### src/rtl/deadtime_monitor_pkg.sv
// rtl/deadtime_monitor_pkg.sv - shared types, defaults and helpers for the dead-time monitor
package deadtime_monitor_pkg;

    localparam int DT_W_DEF = 10;

    typedef enum logic [2:0] {
        ST_IDLE    = 3'd0,
        ST_WAIT    = 3'd1,
        ST_P_ON    = 3'd2,
        ST_N_ON    = 3'd3,
        ST_GAP_P   = 3'd4,
        ST_GAP_N   = 3'd5,
        ST_OVERLAP = 3'd6
    } dtm_state_t;

    // Pin level to logical "active": polarity bit 1 means the pin is active-low.
    function automatic logic dtm_norm(input logic sig, input logic pol);
        return sig ^ pol;
    endfunction

endpackage

### src/rtl/deadtime_monitor_gap_counter.sv
// rtl/deadtime_monitor_gap_counter.sv - saturating gap counter with load-1, increment and clear
module dtm_gap_counter #(
    parameter int DT_W = 10
) (
    input  logic            pe_gen_clk,
    input  logic            pe_gen_rstn,
    input  logic            clr_i,
    input  logic            load1_i,
    input  logic            inc_i,
    output logic [DT_W-1:0] cnt_o
);

    logic [DT_W-1:0] cnt_q;
    logic [DT_W-1:0] cnt_d;

    always_comb begin
        cnt_d = cnt_q;
        if (clr_i) begin
            cnt_d = '0;
        end else if (load1_i) begin
            cnt_d = {{(DT_W-1){1'b0}}, 1'b1};
        end else if (inc_i && (cnt_q != {DT_W{1'b1}})) begin
            cnt_d = cnt_q + 1'b1;
        end
    end

    always_ff @(posedge pe_gen_clk or negedge pe_gen_rstn) begin
        if (!pe_gen_rstn) begin
            cnt_q <= '0;
        end else begin
            cnt_q <= cnt_d;
        end
    end

    assign cnt_o = cnt_q;

endmodule

### src/rtl/deadtime_monitor.sv
// rtl/deadtime_monitor.sv - measures P/N dead-time gaps and flags short gaps and shoot-through
module deadtime_monitor
    import deadtime_monitor_pkg::*;
#(
    parameter int DT_W = DT_W_DEF
) (
    input  logic            pe_gen_clk,
    input  logic            pe_gen_rstn,
    input  logic            r_dtm_en,
    input  logic            r_ccp,
    input  logic            r_ccnp,
    input  logic [DT_W-1:0] r_dtg_min,
    input  logic            r_dtm_clr,
    input  logic            channelp,
    input  logic            channeln,
    output logic [DT_W-1:0] dtm_pn,
    output logic [DT_W-1:0] dtm_np,
    output logic            dtm_valid,
    output logic            dt_short_flag,
    output logic            st_flag,
    output logic            st_brk
);

    logic pa;
    logic na;
    assign pa = dtm_norm(channelp, r_ccp);
    assign na = dtm_norm(channeln, r_ccnp);

    dtm_state_t      state_q, state_d;
    logic            cnt_load1, cnt_inc, cnt_clr;
    logic [DT_W-1:0] cnt;
    logic            pn_upd, np_upd, meas_upd;
    logic [DT_W-1:0] meas_val;
    logic            short_set, st_set;

    logic [DT_W-1:0] dtm_pn_q, dtm_np_q;
    logic            dtm_valid_q, dt_short_q, st_flag_q, st_brk_q;

    always_comb begin
        state_d   = state_q;
        cnt_load1 = 1'b0;
        cnt_inc   = 1'b0;
        pn_upd    = 1'b0;
        np_upd    = 1'b0;
        meas_val  = '0;
        if (!r_dtm_en) begin
            state_d = ST_IDLE;
        end else begin
            unique case (state_q)
                ST_IDLE: state_d = ST_WAIT;
                ST_WAIT, ST_OVERLAP: begin
                    case ({pa, na})
                        2'b10:   state_d = ST_P_ON;
                        2'b01:   state_d = ST_N_ON;
                        2'b11:   state_d = ST_OVERLAP;
                        default: state_d = ST_WAIT;
                    endcase
                end
                ST_P_ON: begin
                    case ({pa, na})
                        2'b00: begin
                            state_d   = ST_GAP_P;
                            cnt_load1 = 1'b1;
                        end
                        2'b01: begin
                            state_d = ST_N_ON;
                            pn_upd  = 1'b1;
                        end
                        2'b11:   state_d = ST_OVERLAP;
                        default: state_d = ST_P_ON;
                    endcase
                end
                ST_N_ON: begin
                    case ({pa, na})
                        2'b00: begin
                            state_d   = ST_GAP_N;
                            cnt_load1 = 1'b1;
                        end
                        2'b10: begin
                            state_d = ST_P_ON;
                            np_upd  = 1'b1;
                        end
                        2'b11:   state_d = ST_OVERLAP;
                        default: state_d = ST_N_ON;
                    endcase
                end
                ST_GAP_P: begin
                    case ({pa, na})
                        2'b00:   cnt_inc = 1'b1;
                        2'b01: begin
                            state_d  = ST_N_ON;
                            pn_upd   = 1'b1;
                            meas_val = cnt;
                        end
                        2'b10:   state_d = ST_P_ON;
                        default: state_d = ST_OVERLAP;
                    endcase
                end
                ST_GAP_N: begin
                    case ({pa, na})
                        2'b00:   cnt_inc = 1'b1;
                        2'b10: begin
                            state_d  = ST_P_ON;
                            np_upd   = 1'b1;
                            meas_val = cnt;
                        end
                        2'b01:   state_d = ST_N_ON;
                        default: state_d = ST_OVERLAP;
                    endcase
                end
                default: state_d = ST_IDLE;
            endcase
        end
    end

    // Outside an active gap the counter is held at zero, so disable discards it.
    assign cnt_clr = ~(cnt_load1 | cnt_inc);

    dtm_gap_counter #(.DT_W(DT_W)) u_gap_counter (
        .pe_gen_clk  (pe_gen_clk),
        .pe_gen_rstn (pe_gen_rstn),
        .clr_i       (cnt_clr),
        .load1_i     (cnt_load1),
        .inc_i       (cnt_inc),
        .cnt_o       (cnt)
    );

    assign meas_upd  = pn_upd | np_upd;
    assign short_set = meas_upd && (meas_val < r_dtg_min);
    assign st_set    = (state_d == ST_OVERLAP) && (state_q != ST_OVERLAP);

    always_ff @(posedge pe_gen_clk or negedge pe_gen_rstn) begin
        if (!pe_gen_rstn) begin
            state_q     <= ST_IDLE;
            dtm_pn_q    <= '0;
            dtm_np_q    <= '0;
            dtm_valid_q <= 1'b0;
            dt_short_q  <= 1'b0;
            st_flag_q   <= 1'b0;
            st_brk_q    <= 1'b0;
        end else begin
            state_q     <= state_d;
            dtm_valid_q <= meas_upd;
            st_brk_q    <= st_set;
            if (pn_upd) begin
                dtm_pn_q <= meas_val;
            end
            if (np_upd) begin
                dtm_np_q <= meas_val;
            end
            // A set in the same cycle as the clear pulse takes priority.
            dt_short_q <= short_set | (dt_short_q & ~r_dtm_clr);
            st_flag_q  <= st_set | (st_flag_q & ~r_dtm_clr);
        end
    end

    assign dtm_pn        = dtm_pn_q;
    assign dtm_np        = dtm_np_q;
    assign dtm_valid     = dtm_valid_q;
    assign dt_short_flag = dt_short_q;
    assign st_flag       = st_flag_q;
    assign st_brk        = st_brk_q;

endmodule

### config.mk
export PLATFORM = sky130hd
export DESIGN_NAME = deadtime_monitor
export DESIGN_NICKNAME = d
export VERILOG_FILES = /design/src/rtl/deadtime_monitor_pkg.sv /design/src/rtl/deadtime_monitor_gap_counter.sv /design/src/rtl/deadtime_monitor.sv
export SDC_FILE = /design/constraint.sdc
export NUM_CORES = 1
export LEC_CHECK = 0
export BUFFER_PORTS_ARGS = -buffer_cell sky130_fd_sc_hd__buf_2
export CORE_MARGIN = 4
export CORE_UTILIZATION = 23
export CTS_BUF_LIST = sky130_fd_sc_hd__clkbuf_16
export CTS_CLUSTER_SIZE = 14
export DETAILED_ROUTE_END_ITERATION = 10
export PLACE_DENSITY = 0.36
export SLEW_MARGIN = 30
export SYNTH_ARGS = -nofsm -noshare
export SYNTH_HDL_FRONTEND = slang
export SYNTH_SLANG_ARGS = --single-unit
### constraint.sdc
create_clock -name pe_gen_clk -period 3.9 [get_ports pe_gen_clk]
set_input_delay 1.17 -clock pe_gen_clk [delete_from_list [all_inputs] [get_ports pe_gen_clk]]
set_output_delay 1.17 -clock pe_gen_clk [all_outputs]
set_load 0.005 [all_outputs]
==> flow_summary.toml <==
[timing]
worstMarginPinSlew_ps = 660.5
setup_tns_ps = 0
finalCriticalPeriod_ps = 3269
timing.final.crit_share = 0.8381
rsz0062_at_grt = "false"
max_freq_mhz = 305.9
slew-limit-headroom = 0.5583
report.final.hold_viol_count = 0
setup_viol = 0
clock_skew_ps = 3.092
worst_hold_slack_ps = 485.7
slew_viol_final = 0

[global_route]
grt_use_total = 0.1044
overflow = 0
antenna_found_initial = 0
grt_pass1_wl_mm = 9.045
grt_pass1_vias = 1628
grt_max_degree = 38

[logic_synthesis]
synth_area_um2 = 2118
ys_seq_area_frac = 0.4371
synth_nets = 240
yosysTopAreaCell = "dfrtp_1"
synthCells = 207
synth.avg_cell_area_um2 = 10.23
synth_cell_types = 45
synthTopCellsByArea = "dfrtp_1 (44%), ha_1 (8.9%), mux2_2 (4.3%), a22o_1 (3.3%), and2_4 (3.3%)"
yosysWarnings = 0
ys_ff_latch = 37
synth_top_cell_area_share = 0.4371

[finish]
multi_input_area_um2 = 1086
nets = 283
finalNonFillerCells = 359
drive_gt1_frac = 0.2709
antenna_cells = 0
register_area_um2 = 925.9
fillers = 967
area_growth_pct = 22.39

[power]
ir_drop_v = 0.0001392
p_leak_nw = 1.319
powerDensity_nw_per_um2 = 394.8

[critical_path]
critPathLaunchType = "input port"
worstPathMaxFanout = 10
critPathRequiredTime_ps = 4110
cp_num_buf_inv = 2
crit_path_cell_trace = "buf_2 -> xnor2_1 -> inv_1 -> ha_1 -> mux2_4 -> and3_4 -> and2_4 -> ha_1 -> a21oi_1 -> o21ai_0 -> a211oi_1 -> a32o_1"
path_common_cell = "ha_1"
critPathTopFamily = "compound AO/OA/AOI/OAI gates"
end_kind = "flip-flop"
arrival_ps = 3480
slowest_stage = "mux2_4"
slowest_delay_ps = 290
worstSetupPathType = "in2reg"

[clock_tree]
tritoncts = "done"
cts-root-buf = "clkbuf_16"
cts-resized-gates = 0
numCtsBuffers = 5
holdBufCountCts = 0
clock_sinks = 37
path_clk_slew_ps = 60
clk_latency_ps = 270
htree_levels = 2
postCtsSetupRepairBufs = 0
clockBufferDepth = 2

[floorplanning]
core_area_um2 = 8848
start_util = 0.2394
io_pins = 42
rows = 34
die_w_um = 104.0
dieArea_um2 = 10810
die_y_um = 104.0

[outcome]
status = "finished, final reports clean"

[detailed_routing]
drtPass1Iterations = 4
postRouteAntennaNets = 0
dr.first_iter.drc_count = 44
wl_per_cell_um = 15.27
wl_mm = 5.482
viasPerCell = 4.501
vias = 1616
drc_errors = 0

[hold_path]
hold_class = "reg2reg"

[place]
post-place-cells = 351
gp_congestion = 0.6991
io_buffers = 41
place_hpwl_mm = 4.145

[flow_run]
maxCapViolations = 0
==> cells by family after synthesis <==
logic type               after synthesis  synth area share
multiplexers                          12           0.06379
AND/OR/NAND/NOR                       70            0.1931
AO/OA/AOI/OAI                         45            0.1465
XOR/XNOR                               5           0.02068
adder cells (fa/ha/maj)               15           0.08860
buffers and inverters                 23           0.05021
flip-flops                            37            0.4371
==> final timing paths <==
path | start | to | slack, ps | depth (start not counted)
min in group asynchronous | pe_gen_rstn | dtm_np[4] | 860 | 1
min reg2reg | dtm_np[0] | dtm_np[0] | 490 | 2
max reg2reg | state_q[2] | dt_short_flag | 1420 | 8
min | dtm_np[0] | dtm_np[0] | 490 | 2
max in group asynchronous | pe_gen_rstn | u_gap_counter.cnt_o[8] | 2690 | 1
max | r_ccp | dt_short_flag | 630 | 12
==> flip-flops by register name (all words and copies together), names as in the netlist <==
| register | flops |
|---|---|
| dtm_valid | 1 |
| dt_short_flag | 1 |
| st_flag | 1 |
| u_gap_counter.cnt_o | 10 |
| st_brk | 1 |
| state_q | 3 |
| dtm_np | 10 |
| dtm_pn | 10 |
==> metrics by stage <==
step           total power [mW]  utilization  area [um2]  worst slack [ps]
2_1_floorplan            0.5374            -        2118             390.6
3_3_place_gp             0.5884       0.2743        2427             375.5
3_5_place_dp             0.5858       0.2743        2427             338.0
4_1_cts                   1.044       0.2927        2590             625.1
5_1_grt                   1.079       0.2930        2592             499.3
6_report                  1.023       0.2930        2592             631.4
==> final cells by class <==
type / instances / share of cell area
clock buffer: 5 / 0.04826
clock inverter: 3 / 0.01448
inverter: 16 / 0.02317
multi-input combinational: 147 / 0.4189
sequential: 37 / 0.3571
tap: 108 / 0.05212
timing repair buffer: 43 / 0.08591
==> worst reg2reg max path, delay by kind of cell (launching register included) <==
kind / cells / cell delay (ps)
simple gates: 3 / 900
compound gates: 4 / 690
flops: 1 / 590
fa+ha+maj: 1 / 230
==> synth_stat cells (all sizes together) <==
master   instances
mux2             9
or4              2
o2111ai          1
xnor2            2
and4b            1
a21oi            9
o21bai           1
nand3b           1
nand3            7
xor2             3
mux2i            3
o31ai            3
o311ai           1
o22ai            1
a41o             1
a221oi           2
o21ai           11
a221o            1
a32o             2
nand4b           1
nor2b            5
clkbuf           1
a31oi            1
and3b            1
buf              6
nand2           15
and2            10
a211oi           1
nor2             9
nor3             4
inv             16
nand4            2
dfrtp           37
and3             6
a22o             8
o21a             2
ha              15
nand2b           5
and4             1
==> layer usage <==
metal | GRT usage | vias up | share of wire
li1 | - | 822 | -
met1 | 0.1464 | 766 | 0.51
met2 | 0.1565 | 26 | 0.44
met3 | 0.03104 | 2 | 0.043
met4 | 0.02659 | 0 | 0.0053
met5 | 0 | - | 0
==> power breakdown <==
part	switching [mW]	internal (mW)	leakage (nW)
logic	0.0808	0.0678	0.727
clock network	0.149	0.297	0.0826
registers	0.0312	0.397	0.509
total	0.261	0.762	1.32
==> layout by cell type (no fill, tap or decap), types with 2 or more instances in the layout <==
cell type	netlist	routed
and2_4	8	8
o31ai_1	3	3
ha_1	15	15
and3_1	5	5
a32o_1	2	2
o21ai_0	6	6
and2_1	2	2
o21a_1	2	2
nor2b_1	5	5
nand2b_1	5	5
or4_1	2	2
a21oi_1	9	9
a22o_1	8	8
mux2_2	8	8
inv_1	16	17
nor3_1	3	3
xor2_1	3	3
mux2i_1	3	3
buf_4	0	3
nand2_1	15	15
o21ai_1	5	5
a221oi_1	2	2
nand4_1	2	2
nand3_1	7	7
buf_2	4	40
clkbuf_16	0	5
xnor2_1	2	2
dfrtp_1	37	37
nor2_1	9	9
Power figures use the tool's default switching activity.
